File: src/rtl/uart_tx_fifo.sv
// uart_tx_fifo
//   UART transmitter fronted by a small TX queue. The host pushes payload words
//   into the FIFO. The serializer drains the FIFO and sends one frame per entry.
//   A frame is a start bit, DATA_BITS data bits (LSB first), an optional parity
//   bit and STOP_BITS stop bits. Each bit lasts BAUD_DIV clocks. When more data
//   is queued, frames follow each other with no idle gap.
//
// Ports
//   clk       in   system clock, all logic on the rising edge
//   rst_n     in   synchronous active-low reset; empties FIFO, aborts frame
//   wr_en     in   push wr_data (dropped while full=1)
//   wr_data   in   [DATA_BITS-1:0] frame payload
//   full      out  FIFO holds FIFO_DEPTH entries (registered)
//   fifo_cnt  out  [$clog2(FIFO_DEPTH+1)-1:0] queued entries, excludes frame in flight
//   TX        out  serial line, idle high, registered
//   busy      out  a frame is in progress
//   tx_done   out  one-clock pulse when the last stop bit of a frame completes
//
// FSM states
//   state   | meaning
//   S_IDLE  | line idle high, waiting for a queued entry
//   S_START | start bit (low) being sent
//   S_DATA  | data bits being sent, LSB first
//   S_PAR   | parity bit being sent (only when PARITY != 0)
//   S_STOP  | stop bit(s) being sent; may chain straight into the next frame

module uart_tx_fifo #(
    parameter int DATA_BITS  = 8,
    parameter int PARITY     = 0,
    parameter int STOP_BITS  = 1,
    parameter int BAUD_DIV   = 2605,
    parameter int FIFO_DEPTH = 4
) (
    input  logic                              clk,
    input  logic                              rst_n,
    input  logic                              wr_en,
    input  logic [DATA_BITS-1:0]              wr_data,
    output logic                              full,
    output logic [$clog2(FIFO_DEPTH+1)-1:0]   fifo_cnt,
    output logic                              TX,
    output logic                              busy,
    output logic                              tx_done
);

    localparam int CNT_W  = $clog2(FIFO_DEPTH + 1);
    localparam int PTR_W  = $clog2(FIFO_DEPTH);
    localparam int BAUD_W = $clog2(BAUD_DIV);
    localparam int BIT_W  = $clog2(DATA_BITS);

    localparam logic [BAUD_W-1:0] BAUD_LAST = BAUD_W'(BAUD_DIV - 1);
    localparam logic [BIT_W-1:0]  DATA_LAST = BIT_W'(DATA_BITS - 1);
    localparam logic [BIT_W-1:0]  STOP_LAST = BIT_W'(STOP_BITS - 1);
    localparam logic [CNT_W-1:0]  FULL_CNT  = CNT_W'(FIFO_DEPTH);
    localparam logic              ODD_PAR   = (PARITY == 1);

    // ------------------------------------------------------------------
    // Parameter legality
    // ------------------------------------------------------------------
    if (DATA_BITS < 5 || DATA_BITS > 9) begin : g_bad_data_bits
        $error("uart_tx_fifo: DATA_BITS must be in 5..9");
    end
    if (PARITY < 0 || PARITY > 2) begin : g_bad_parity
        $error("uart_tx_fifo: PARITY must be 0, 1 or 2");
    end
    if (STOP_BITS < 1 || STOP_BITS > 2) begin : g_bad_stop_bits
        $error("uart_tx_fifo: STOP_BITS must be 1 or 2");
    end
    if (BAUD_DIV < 4) begin : g_bad_baud_div
        $error("uart_tx_fifo: BAUD_DIV must be >= 4");
    end
    if (FIFO_DEPTH < 2 || (FIFO_DEPTH & (FIFO_DEPTH - 1)) != 0) begin : g_bad_depth
        $error("uart_tx_fifo: FIFO_DEPTH must be a power of 2 and >= 2");
    end

    // ------------------------------------------------------------------
    // TX queue
    // ------------------------------------------------------------------
    logic [DATA_BITS-1:0] mem [FIFO_DEPTH];
    logic [PTR_W-1:0]     wr_ptr;
    logic [PTR_W-1:0]     rd_ptr;
    logic [CNT_W-1:0]     cnt_next;
    logic                 wr_acc;
    logic                 pop;
    logic [DATA_BITS-1:0] head;
    logic                 head_par;

    // full is registered, so a pop in the same cycle cannot admit a write
    // that arrives while full=1.
    assign wr_acc   = wr_en && !full;
    assign head     = mem[rd_ptr];
    // XOR of the data gives the even-parity bit; odd parity inverts it.
    assign head_par = (^head) ^ ODD_PAR;

    always_comb begin
        cnt_next = fifo_cnt;
        case ({wr_acc, pop})
            2'b10:   cnt_next = fifo_cnt + CNT_W'(1);
            2'b01:   cnt_next = fifo_cnt - CNT_W'(1);
            default: cnt_next = fifo_cnt;
        endcase
    end

    always_ff @(posedge clk) begin
        if (!rst_n) begin
            wr_ptr   <= '0;
            rd_ptr   <= '0;
            fifo_cnt <= '0;
            full     <= 1'b0;
        end else begin
            if (wr_acc) begin
                wr_ptr <= wr_ptr + PTR_W'(1);
            end
            if (pop) begin
                rd_ptr <= rd_ptr + PTR_W'(1);
            end
            fifo_cnt <= cnt_next;
            full     <= (cnt_next == FULL_CNT);
        end
    end

    // Storage needs no reset: entries are only read once counted.
    always_ff @(posedge clk) begin
        if (rst_n && wr_acc) begin
            mem[wr_ptr] <= wr_data;
        end
    end

    // ------------------------------------------------------------------
    // Serializer FSM
    // ------------------------------------------------------------------
    typedef enum logic [2:0] {
        S_IDLE  = 3'd0,
        S_START = 3'd1,
        S_DATA  = 3'd2,
        S_PAR   = 3'd3,
        S_STOP  = 3'd4
    } state_t;

    state_t               state, state_n;
    logic [BAUD_W-1:0]    baud_cnt, baud_n;
    logic [BIT_W-1:0]     bit_cnt, bit_n;
    logic [DATA_BITS-1:0] shift_reg, shift_n;
    logic                 par_bit, par_n;
    logic                 tx_n;
    logic                 done_n;
    logic                 bit_end;

    assign bit_end = (baud_cnt == BAUD_LAST);
    assign busy    = (state != S_IDLE);

    always_comb begin
        state_n = state;
        baud_n  = bit_end ? '0 : baud_cnt + BAUD_W'(1);
        bit_n   = bit_cnt;
        shift_n = shift_reg;
        par_n   = par_bit;
        tx_n    = TX;
        done_n  = 1'b0;
        pop     = 1'b0;

        case (state)
            S_IDLE: begin
                baud_n = '0;
                tx_n   = 1'b1;
                if (fifo_cnt != '0) begin
                    pop     = 1'b1;
                    shift_n = head;
                    par_n   = head_par;
                    bit_n   = '0;
                    state_n = S_START;
                    tx_n    = 1'b0;
                end
            end

            S_START: begin
                if (bit_end) begin
                    bit_n   = '0;
                    state_n = S_DATA;
                    tx_n    = shift_reg[0];
                end
            end

            S_DATA: begin
                if (bit_end) begin
                    if (bit_cnt == DATA_LAST) begin
                        bit_n = '0;
                        if (PARITY != 0) begin
                            state_n = S_PAR;
                            tx_n    = par_bit;
                        end else begin
                            state_n = S_STOP;
                            tx_n    = 1'b1;
                        end
                    end else begin
                        bit_n   = bit_cnt + BIT_W'(1);
                        shift_n = {1'b0, shift_reg[DATA_BITS-1:1]};
                        // The bit after the current one is shift_reg[1].
                        tx_n    = shift_reg[1];
                    end
                end
            end

            S_PAR: begin
                if (bit_end) begin
                    bit_n   = '0;
                    state_n = S_STOP;
                    tx_n    = 1'b1;
                end
            end

            S_STOP: begin
                if (bit_end) begin
                    if (bit_cnt == STOP_LAST) begin
                        done_n = 1'b1;
                        bit_n  = '0;
                        // Chain straight into the next frame so the line
                        // never idles between queued entries.
                        if (fifo_cnt != '0) begin
                            pop     = 1'b1;
                            shift_n = head;
                            par_n   = head_par;
                            state_n = S_START;
                            tx_n    = 1'b0;
                        end else begin
                            state_n = S_IDLE;
                            tx_n    = 1'b1;
                        end
                    end else begin
                        bit_n = bit_cnt + BIT_W'(1);
                    end
                end
            end

            default: begin
                state_n = S_IDLE;
                baud_n  = '0;
                bit_n   = '0;
                tx_n    = 1'b1;
            end
        endcase
    end

    always_ff @(posedge clk) begin
        if (!rst_n) begin
            state     <= S_IDLE;
            baud_cnt  <= '0;
            bit_cnt   <= '0;
            shift_reg <= '0;
            par_bit   <= 1'b0;
            TX        <= 1'b1;
            tx_done   <= 1'b0;
        end else begin
            state     <= state_n;
            baud_cnt  <= baud_n;
            bit_cnt   <= bit_n;
            shift_reg <= shift_n;
            par_bit   <= par_n;
            TX        <= tx_n;
            tx_done   <= done_n;
        end
    end

endmodule
File: config.mk
export PLATFORM = sky130hd
export DESIGN_NAME = uart_tx_fifo
export DESIGN_NICKNAME = d
export VERILOG_FILES = /design/src/rtl/uart_tx_fifo.sv
export SDC_FILE = /design/constraint.sdc
export NUM_CORES = 1
export LEC_CHECK = 0
export BUFFER_PORTS_ARGS = -buffer_cell sky130_fd_sc_hd__buf_4
export CORE_MARGIN = 2
export CORE_UTILIZATION = 45
export CTS_CLUSTER_SIZE = 40
export DETAILED_ROUTE_END_ITERATION = 16
export MAX_ROUTING_LAYER = met4
export REMOVE_ABC_BUFFERS = 1
export SETUP_SLACK_MARGIN = 0.4
export SLEW_MARGIN = 5
export SYNTH_ARGS = -nofsm -noshare
export SYNTH_HDL_FRONTEND = slang
export SYNTH_SLANG_ARGS = --single-unit
export TNS_END_PERCENT = 100
File: constraint.sdc
create_clock -name clk -period 7 [get_ports clk]
set_input_delay 0.7 -clock clk [delete_from_list [all_inputs] [get_ports clk]]
set_output_delay 0.7 -clock clk [all_outputs]
set_load 0.005 [all_outputs]
; After elaboration in Yosys (flattened, before gate mapping)
; Memory sizes are Yosys's and may differ from the RTL's. A register that Yosys moved wholly into a read port is not among the register bits.
; Index checks and enable logic that the tools add are counted.
; W data, S select, Z words.
[word_totals]
regBits = 36
latchBits = 0
ram_bits = 32
rom_bits = 0
input_bits = 11
output_inout_bits = 7
wordCells = 93
mem_count = 1
[classes]
add_sub_neg = 6
mul = 0
n_div = 0
n_lt_le_gt_ge = 0
eq_ne = 18
shift = 0
mux = 40
bitwise_logic = 2
reduce_logical = 16
[memory_table]
columns = name, words, width, read_ports, rd_ports_with_merged_regs, write_ports, line_no
row1 = mem, 4, 8, 1, 1, 1, 78  ; logic [DATA_BITS-1:0] mem [FIFO_DEPTH];
[ops]
columns = cell, count
row1 = $mux W8, 5
row2 = $mux W3, 13
row3 = $pmux W8 S3, 1
row4 = $ne A2 B2 Y1 const B, 8
row5 = $pmux W3 S5, 1
row6 = $mux W1, 14
row7 = $add A12 B1 Y12 const B, 1
row8 = $eq A12 B12 Y1 const B, 1
row9 = $pmux W3 S4, 1
row10 = $reduce_and A5 Y1, 2
row11 = $eq A3 B3 Y1 const B, 3
row12 = $reduce_bool A3 Y1, 3
row13 = $reduce_and A7 Y1, 1
row14 = $add A3 B1 Y3 const B, 2
row15 = $eq A3 B2 Y1 const B, 2
row16 = $logic_not A3 Y1, 2
row17 = $pmux W3 S2, 1
row18 = $pmux W1 S5, 1
row19 = $add A2 B1 Y2 const B, 2
row20 = $mux W2, 2
row21 = $reduce_and A4 Y1, 1
row22 = $reduce_or A4 Y1, 1
row23 = $eq A3 B1 Y1 const B, 1
row24 = $reduce_and A3 Y1, 1
row25 = other kinds (10), 12

; Logic depth before layout (Yosys ltp)
; Gate-level depths: netlist (run 1).
[logic_depth]
ltp_word = 8
mapped_depth = 13

; Worst setup path after synthesis (run 1)
; No wires, ideal clock.
[synth_timing]
kind = reg-to-reg
from = register baud_cnt[6]
to = register full
setup_time_ns = 0.132
arrival_ns = 2.848
required_ns = 6.868
slack_ns = 4.021
stages_incl_launch_ff = 12
path_buffers = 0
period_less_slack_ns = 2.979
path_cell_list = dfxtp_1 -> or4b_4 -> or3_4 -> o31a_1 -> and2b_4 -> ha_1 -> inv_1 -> fa_1 -> xor2_1 -> nor2_1 -> xnor2_1 -> nor3_1
[synth_between]
elab_chain_len = 6
elab_cells_between_ends = 7
classes_between = eq/ne: 4 / mux: 3
[synth_lines]
columns = item, line_no
row1 = start: declaration, 140  ; logic [BAUD_W-1:0] baud_cnt, baud_n;
row2 = start signal: assignment, 254  ; baud_cnt <= baud_n;
row3 = $eq A12 B12 Y1 (*), 148  ; assign bit_end = (baud_cnt == BAUD_LAST);
row4 = $mux W1 (*), 212  ; if (bit_end) begin
row5 = $pmux W1 S2 (*), 161  ; case (state)
row6 = named net pop, 83  ; logic pop;
row7 = $eq A2 B1 Y1 / $eq A2 B2 Y1 (equally long branches), 96  ; case ({wr_acc, pop})
row8 = $pmux W3 S2 (*), 96
row9 = $eq A3 B3 Y1 (*), 117  ; full <= (cnt_next == FULL_CNT);
row10 = end signal: assignment, 117
row11 = end: declaration, 38  ; output logic full,
; Mark *: on every way through the listed nets, which the timed path passes. The rest lies on a longest branch.
; A chain may end at the register's enable or synchronous reset.

; Final worst setup path (run 1)
; Same ends and word-level chain as after synthesis.

==> summary.md, run 1 <==
| Metric | Value |
|---|---|
| Via count | `approximately 1,900` |
| Area taken by multi-input logic gates | `1240 µm²` |
| Post-CTS Setup Repair Bufs | `0` |
| Die Wd | `86.45 µm` |
| Syn_area_per_cell | `12.00 µm²` |
| Worst relative slew slack | `0.2211` |
| Final worst slack | `3.841 ns` |
| CTS tree | `yes` |
| Hold Buf Count CTS | `0` |
| Antenna violations before repair | `0` |
| Post-Synthesis Cells | `between 200 and 300` |
| Fin Setup TNS | `0 ns` |
| Largest net degree at the start of global routing | `22` |
| WP data arrival | `around 3.4 ns` |
| Final ANT Viol Nets | `0` |
| Hold Vio Cnt, Final | `0` |
| Worst-Margin Slew | `~1.2 ns` |
| CTS Buffer Depth | `2` |
| Seq/Total Area, Yosys | `0.5628` |
| Total Routing Usage GR | `0.1577` |
| DP Wirelength | `3.536 mm` |
| Asr flop ratio synth | `0` |
| CP Class | `reg2reg` |
| Setup Viol. Count Final | `0` |
| Row count | `30` |
| Critical path capture point type | `register` |
| Setup crit start kind | `register` |
| Core Region | `between 6000 and 7000 µm²` |
| Cell Pwr Density | `approximately 350 nW/µm²` |
| Drt first pass iters | `4` |
| Synth unique cells | `45` |
| CP max FO | `6` |
| Global placement routability congestion | `slightly above 0.7` |
| DRC Markers | `0` |
| Final hold slack | `0.4509 ns` |
| CP startpoint | `baud_cnt[6]` |
| HP Start | `shift_reg[7]` |
| Clk Latency, worst-skew pair | `0.34 ns` |
| Skew final | `slightly above 0.01 ns` |
| Die Y-Extent | `slightly below 90 µm` |
| Slowest stage delay, CP | `~0.56 ns` |
| Root Driver | `clkbuf_8` |
| Crit Reg-Reg Startpoint | `baud_cnt[6]` |
| Vias in the first global route | `approximately 1,800` |
| I/O pin cnt | `18` |
| Finished layout cell area | `approximately 3400 µm²` |
| Tmin final | `approximately 3.2 ns` |
| Buf+Inv Stages, Crit Path | `1` |
| CP cell instances | `or4b_4 -> or3_4 -> o31a_1 -> and2b_4 -> ha_1 -> inv_1 -> fa_1 -> xor2_1 -> nor2_1 -> xnor2_1 -> nor3_1` |
| WL/cell | `between 10 and 15 µm` |
| Max reg flops | `32` |
| Syn. warnings | `0` |
| Peak supply drop | `182.5 µV` |
| Sequential Area | `about 1700 µm²` |
| Die area | `7474 µm²` |
| Top_reg_cell synth | `dfxtp_1` |
| DP Worst Slack | `3.864 ns` |
| Status | `finished, final reports clean` |
| Wire length of the first global-routing pass | `about 8.6 mm` |
| Cell Area, Synth | `approximately 3100 µm²` |
| Share of layout cells above drive strength 1 | `0.1913` |
| Unrepaired setup endpoints after global routing | `no` |
| Clock slew seen by the registers of the worst setup and hold paths | `0.08 ns` |
| Syn-to-layout area delta | `12.27%` |
| Fmax | `~320 MHz` |
| Placed Area | `roughly 3200 µm²` |
| Hold Crit Class | `reg2reg` |
| Maxcap violations | `0` |
| Clock tree sinks | `70` |
| Cell with the largest stage delay on the worst path | `or4b_4` |
| LEAKAGE | `about 1.3 nW` |
| Largest delay share family, worst path | `simple AND/OR/NAND/NOR gates` |
| Seq cells post-synth | `70` |
| Initial Util | `0.4579` |
| Fin crit share | `0.4512` |
| Antenna cells | `0` |
| Fill cells | `594` |
| Gr ovfl total | `0` |
| Avg Vias per Cell | `between 5 and 6` |
| Final Slew Violations | `0` |
| Number of CTS-inserted buffers | `9` |
| Resize count post-CTS | `0` |
| CP required | `between 7 and 8 ns` |
| H-tree depth | `3` |
| DR iter-0 viols | `approximately 100` |
| IO buf count | `17` |
| Detailed-route wire length | `slightly above 5 mm` |
| EDFF count, synth | `32` |
| Final #Nets | `between 200 and 300` |
## cells in the mapped netlist, types with 2 or more instances
cell | instances | area [µm²]
nand2b_1 | 3 | 18.77
clkbuf_1 | 10 | 37.54
dfxtp_1 | 38 | 760.7
mux4_2 | 8 | 180.2
ha_1 | 10 | 125.1
or3_1 | 3 | 18.77
o21ai_0 | 5 | 25.02
xnor2_1 | 6 | 52.55
mux2i_1 | 9 | 90.09
nor2_1 | 30 | 112.6
nand4_1 | 2 | 12.51
nand3b_1 | 2 | 15.01
a21oi_1 | 12 | 60.06
nor4_1 | 2 | 12.51
nand3_1 | 6 | 30.03
or3b_1 | 2 | 17.52
nand2_1 | 9 | 33.78
edfxtp_1 | 32 | 960.9
and3_1 | 6 | 37.54
nor3_1 | 6 | 30.03
xor2_1 | 10 | 87.58
mux2_2 | 7 | 78.83
inv_1 | 15 | 56.30
## worst paths after layout
| path | depth (start not counted) | to | slack, ns |
|---|---|---|---|
| max | 11 | full | 3.84 |
| min | 2 | shift_reg[7] | 0.45 |
| max reg2reg | 11 | full | 3.84 |
| min reg2reg | 2 | shift_reg[7] | 0.45 |
## layout by cell type, fill, tap and decap left out, types with 6 or more instances in the layout
cell type  count
a21oi_1       12
and3_1         6
buf_4         17
clkbuf_8       9
dfxtp_1       38
edfxtp_1      32
ha_1          10
inv_1         15
mux2_2         7
mux2i_1        9
mux4_2         8
nand2_1        9
nand3_1        6
nor2_1        30
nor3_1         6
xnor2_1        6
xor2_1        10
## per-layer routing
metal | vias to the layer above | GRT usage | wire length, µm
li1 | 947 | - | -
met1 | 884 | 0.2224 | 2682
met2 | 21 | 0.2112 | 2246
met3 | 6 | 0.04381 | 167
met4 | 0 | 0.07102 | 44
met5 | - | - | 0
## kinds of logic after synthesis
kind of cell | count (synthesis) | synth area share
xor gates and xnor gates | 16 | 0.04581
DFF | 70 | 0.5628
AOI/OAI and AO/OA | 26 | 0.05522
buffers and inverters | 26 | 0.03190
muxes | 24 | 0.1141
and+or+nand+nor | 82 | 0.1427
adders and majority gates | 11 | 0.04744
## area by class of cell
| cell class | instances | share of cell area |
|---|---|---|
| well taps | 80 | 0.02914 |
| flip-flops and latches | 70 | 0.5013 |
| clock inverters | 7 | 0.01894 |
| multi-input cells | 159 | 0.3610 |
| inverters | 15 | 0.01639 |
| clock buffers | 9 | 0.03607 |
| repair buffers | 17 | 0.03716 |
## stage by stage
stage / total power [mW] / std cells / utilization
3_3_place_gp: 0.9041 / 341 / 0.4858
3_5_place_dp: 0.9068 / 341 / 0.4858
2_1_floorplan: 0.8129 / 244 / -
4_1_cts: 1.219 / 357 / 0.5140
6_report: 1.206 / 357 / 0.5140
5_1_grt: 1.290 / 357 / 0.5140
## report_power, final
part	switching [mW]	internal (mW)	leakage, nW
logic	0.180	0.181	0.569
clock network	0.149	0.162	0.0980
registers	0.0521	0.482	0.600
total	0.381	0.825	1.27
## worst min-delay path, stage by stage (launching register included)
cell	delay, ns
dfxtp_1	0.31
nand2_1	0.05
a21oi_1	0.05
No activity file was read; power rests on OpenSTA's default activity.
==> run 2, diff against run 1 <==
ABC_AREA = 1   (was not set)
clock period = 2.6 ns   (was 7 ns; I/O delays follow)
==> run 2 against run 1 <==
First-iteration DRC count rose by 11%. Sequential power rose to 2.7 times the previous value. Area after synthesis rose by 9.9%. Final area increased by 15%. Core utilization rose by 3.2 points. Non-clock buffer count up 12. Worst setup slack worse by 3.4 ns. Flip-flop and latch count unchanged. Synthesized cell count increased by 56%. Fmax grew 49%. Clock skew increased by 0.0012 ns. Power rose to 3.6 times the previous value. Critical path type unchanged. Highest routed layer unchanged.
==> summary.md, run 2 <==
| Metric | Value |
|---|---|
| Most frequent cells in the layout | `87 x nand2_1, 46 x nor2_1, 40 x inv_1 (was 38 x dfxtp_1, 32 x edfxtp_1, 30 x nor2_1)` |
| Fin crit share | `0.8161 (was 0.4512)` |
| Top_reg_cell synth | `dfxtp_1 (unchanged)` |
| Syn-to-layout area delta | `17.76% (was 12.27%)` |
| Drt first pass iters | `4 (unchanged)` |
| Syn_area_per_cell | `8.444 µm² (was 12.00 µm²)` |
| Count leader, synth | `nand2_1 (was dfxtp_1)` |
| Maxcap violations | `0 (unchanged)` |
| Fmax | `471.3 MHz (was 316.6 MHz)` |
| Post-Layout Cell Count | `533 (was 357)` |
| Most common cell after layout, fill and taps aside | `nand2_1 (was dfxtp_1)` |
| Die Wd | `90.42 µm (was 86.45 µm)` |
| Post-Synthesis Cells | `398 (was 255)` |
| Cell Pwr Density | `1099 nW/µm² (was 351.0 nW/µm²)` |
| CP Class | `reg2reg (unchanged)` |
| IO buf count | `17 (unchanged)` |
| Worst relative slew slack | `0.6737 (was 0.2211)` |
| Syn. warnings | `0 (unchanged)` |
| Tmin final | `2.122 ns (was 3.159 ns)` |
| WP data arrival | `2.40 ns (was 3.35 ns)` |
| Area share of the largest cell type after synthesis | `0.2859 (was 0.3141)` |
| Cell with the largest stage delay on the worst path | `fa_2 (was or4b_4)` |
| CP cell instances | `buf_4 -> nor2_2 -> nand3_1 -> nand2_2 -> ha_4 -> inv_4 -> fa_2 -> nand2_1 -> o21ai_2 -> nand2_1 -> nor2_1 (was or4b_4 -> or3_4 -> o31a_1 -> and2b_4 -> ha_1 -> inv_1 -> fa_1 -> xor2_1 -> nor2_1 -> xnor2_1 -> nor3_1)` |
| Fin Setup TNS | `0 ns (unchanged)` |
| LEAKAGE | `1.693 nW (was 1.267 nW)` |
| Total Routing Usage GR | `0.1729 (was 0.1577)` |
| Fin util | `0.5456 (was 0.5140)` |
| Largest delay share family, worst path | `simple AND/OR/NAND/NOR gates (unchanged)` |
| Clock slew seen by the registers of the worst setup and hold paths | `0.08 ns (about the same)` |
| Core Region | `7253 µm² (was 6681 µm²)` |
| Seq cells post-synth | `70 (unchanged)` |
| Die Y-Extent | `90.42 µm (was 86.45 µm)` |
| Vias in the first global route | `2,395 (was 1,784)` |
| Cell taking the most area after synthesis | `edfxtp_1 (unchanged)` |
| Setup Viol. Count Final | `0 (unchanged)` |
| Row count | `31 (was 30)` |
| DR iter-0 viols | `114 (was 103)` |
| Initial Util | `0.4633 (was 0.4579)` |
| Global placement routability congestion | `0.8183 (was 0.7271)` |
| Detailed-route wire length | `6.563 mm (was 5.140 mm)` |
| Die area | `8176 µm² (was 7474 µm²)` |
| Max reg flops | `32 (unchanged)` |
| Synth unique cells | `28 (was 45)` |
| DP Wirelength | `4.360 mm (was 3.536 mm)` |
| Final #Nets | `451 (was 294)` |
| DRC Markers | `0 (unchanged)` |
| EDFF count, synth | `32 (unchanged)` |
| CTS Buffer Depth | `2 (unchanged)` |
| Largest cells by area after synthesis | `edfxtp_1 29%, dfxtp_1 23%, nand2_1 10% (was edfxtp_1 31%, dfxtp_1 25%, mux4_2 5.9%)` |
| CP required | `2.88 ns (was 7.19 ns)` |
| Critical path capture point type | `register (unchanged)` |
| Root Driver | `clkbuf_8 (unchanged)` |
| Hold Vio Cnt, Final | `0 (unchanged)` |
| Status | `finished, final reports clean (unchanged)` |
| Clk Latency, worst-skew pair | `0.34 ns (about the same)` |
| Worst-Margin Slew | `0.4880 ns (was 1.165 ns)` |
| Top cell by count, worst path | `nand2_1` |
| Gr ovfl total | `0 (unchanged)` |
| Hold Buf Count CTS | `0 (unchanged)` |
| CTS tree | `yes (unchanged)` |
| H-tree depth | `3 (unchanged)` |
| Asr flop ratio synth | `0 (unchanged)` |
| Slowest stage delay, CP | `0.53 ns (was 0.56 ns)` |
| Wire length of the first global-routing pass | `10.98 mm (was 8.590 mm)` |
| Via count | `2,512 (was 1,858)` |
| Final Slew Violations | `0 (unchanged)` |
| Avg Vias per Cell | `4.713 (was 5.204)` |
| Cells after DPL | `511 (was 341)` |
| Unrepaired setup endpoints after global routing | `no (unchanged)` |
| Final hold slack | `0.1215 ns (was 0.4509 ns)` |
| Clock tree sinks | `70 (unchanged)` |
| Antenna violations before repair | `0 (unchanged)` |
| Peak supply drop | `646.2 µV (was 182.5 µV)` |
| I/O pin cnt | `18 (unchanged)` |
| Skew final | `0.01134 ns (was 0.01010 ns)` |
| Number of CTS-inserted buffers | `9 (unchanged)` |
| Commonest cells in the synthesized netlist | `94 x nand2_1, 52 x nor2_1, 45 x inv_1 (was 38 x dfxtp_1, 32 x edfxtp_1, 30 x nor2_1)` |
| Share of layout cells above drive strength 1 | `0.2673 (was 0.1913)` |
| Hold Crit Class | `in2reg (was reg2reg)` |
| Cell Area, Synth | `3361 µm² (was 3059 µm²)` |
| CP max FO | `6 (unchanged)` |
| Largest net degree at the start of global routing | `21 (was 22)` |
| Antenna cells | `0 (unchanged)` |
| Buf+Inv Stages, Crit Path | `2 (was 1)` |
| WL/cell | `12.31 µm (was 14.40 µm)` |
| Setup crit start kind | `register (unchanged)` |
| Final ANT Viol Nets | `0 (unchanged)` |
| Seq/Total Area, Yosys | `0.5123 (was 0.5628)` |
-- run 2: cell count changes after synthesis, sizes merged, moves of 9 or more --
| cell | previous run | this run |
|---|---|---|
| nand2 | 9 | 105 |
| inv | 15 | 52 |
| nand3 | 6 | 42 |
| nor2 | 30 | 65 |
| o21ai | 5 | 16 |
| clkbuf | 10 | 1 |
| mux2i | 9 | 0 |
-- run 2: report_power, final --
group	leakage [nW]	total, mW	switching (mW)	internal, mW
logic	0.965	1.86	1.18	0.686
registers	0.608	1.44	0.109	1.33
clock network	0.121	1.04	0.404	0.638
total	1.69	4.35	1.69	2.66
-- run 2: worst register-to-register path: cells and delay by family, from the launching register on --
kind | cells | cell delay (ns)
adders and majority gates | 2 | 0.69
AOI/OAI and AO/OA | 1 | 0.07
DFF | 1 | 0.36
buffers and inverters | 2 | 0.18
and+or+nand+nor | 6 | 0.75
-- run 2: metrics by stage --
step / power, mW / instance area [µm²] / worst slack (ns)
6_report: 4.350 / 3958 / 0.4783
3_3_place_gp: 3.142 / 3582 / 0.4756
3_5_place_dp: 3.165 / 3582 / 0.3956
5_1_grt: 4.713 / 3958 / 0.3801
4_1_cts: 4.242 / 3821 / 0.4146
2_1_floorplan: 2.740 / 3286 / 0.6470
-- run 2: kinds of logic (layout without fill, tap and decap cells) --
kind of cell,count (synthesis),count (layout),synth area share
simple gates,221,221,0.3012
fa+ha+maj,11,11,0.04319
buf+inv,61,97,0.08042
flops,70,70,0.5123
compound gates,26,26,0.03946
xor+xnor,9,9,0.02346
-- run 2: layer usage --
| metal | track usage | vias up | share of wire |
|---|---|---|---|
| li1 | - | 1321 | - |
| met3 | 0.04341 | 9 | 0.031 |
| met2 | 0.2964 | 30 | 0.51 |
| met5 | - | - | 0 |
| met4 | 0.05385 | 0 | 0.014 |
| met1 | 0.2003 | 1152 | 0.45 |
-- run 2: worst paths after layout --
check	slack, ns	end	depth (start not counted)	from
worst min-delay path	0.12	mem[0][4]	1	wr_data[4]
worst min register to register	0.42	baud_cnt[0]	1	baud_cnt[0]
worst max register to register	0.48	full	11	state[1]
worst max-delay path	0.48	full	11	state[1]
-- run 2: layout make-up --
class / instances / area [µm²]
timing repair buffer: 29 / 217.7
fill: 695 / 3296
inverter: 52 / 197.7
clock inverter: 6 / 108.9
clock buffer: 10 / 127.6
multi-input combinational: 267 / 1440
sequential: 70 / 1742
tap: 99 / 123.9
-- run 2: timing repair --
item,4_1_cts,5_1_grt
buffers inserted,0,6
gates resized for setup,1,43
pin swaps,0,12
setup endpoints to repair,2,3
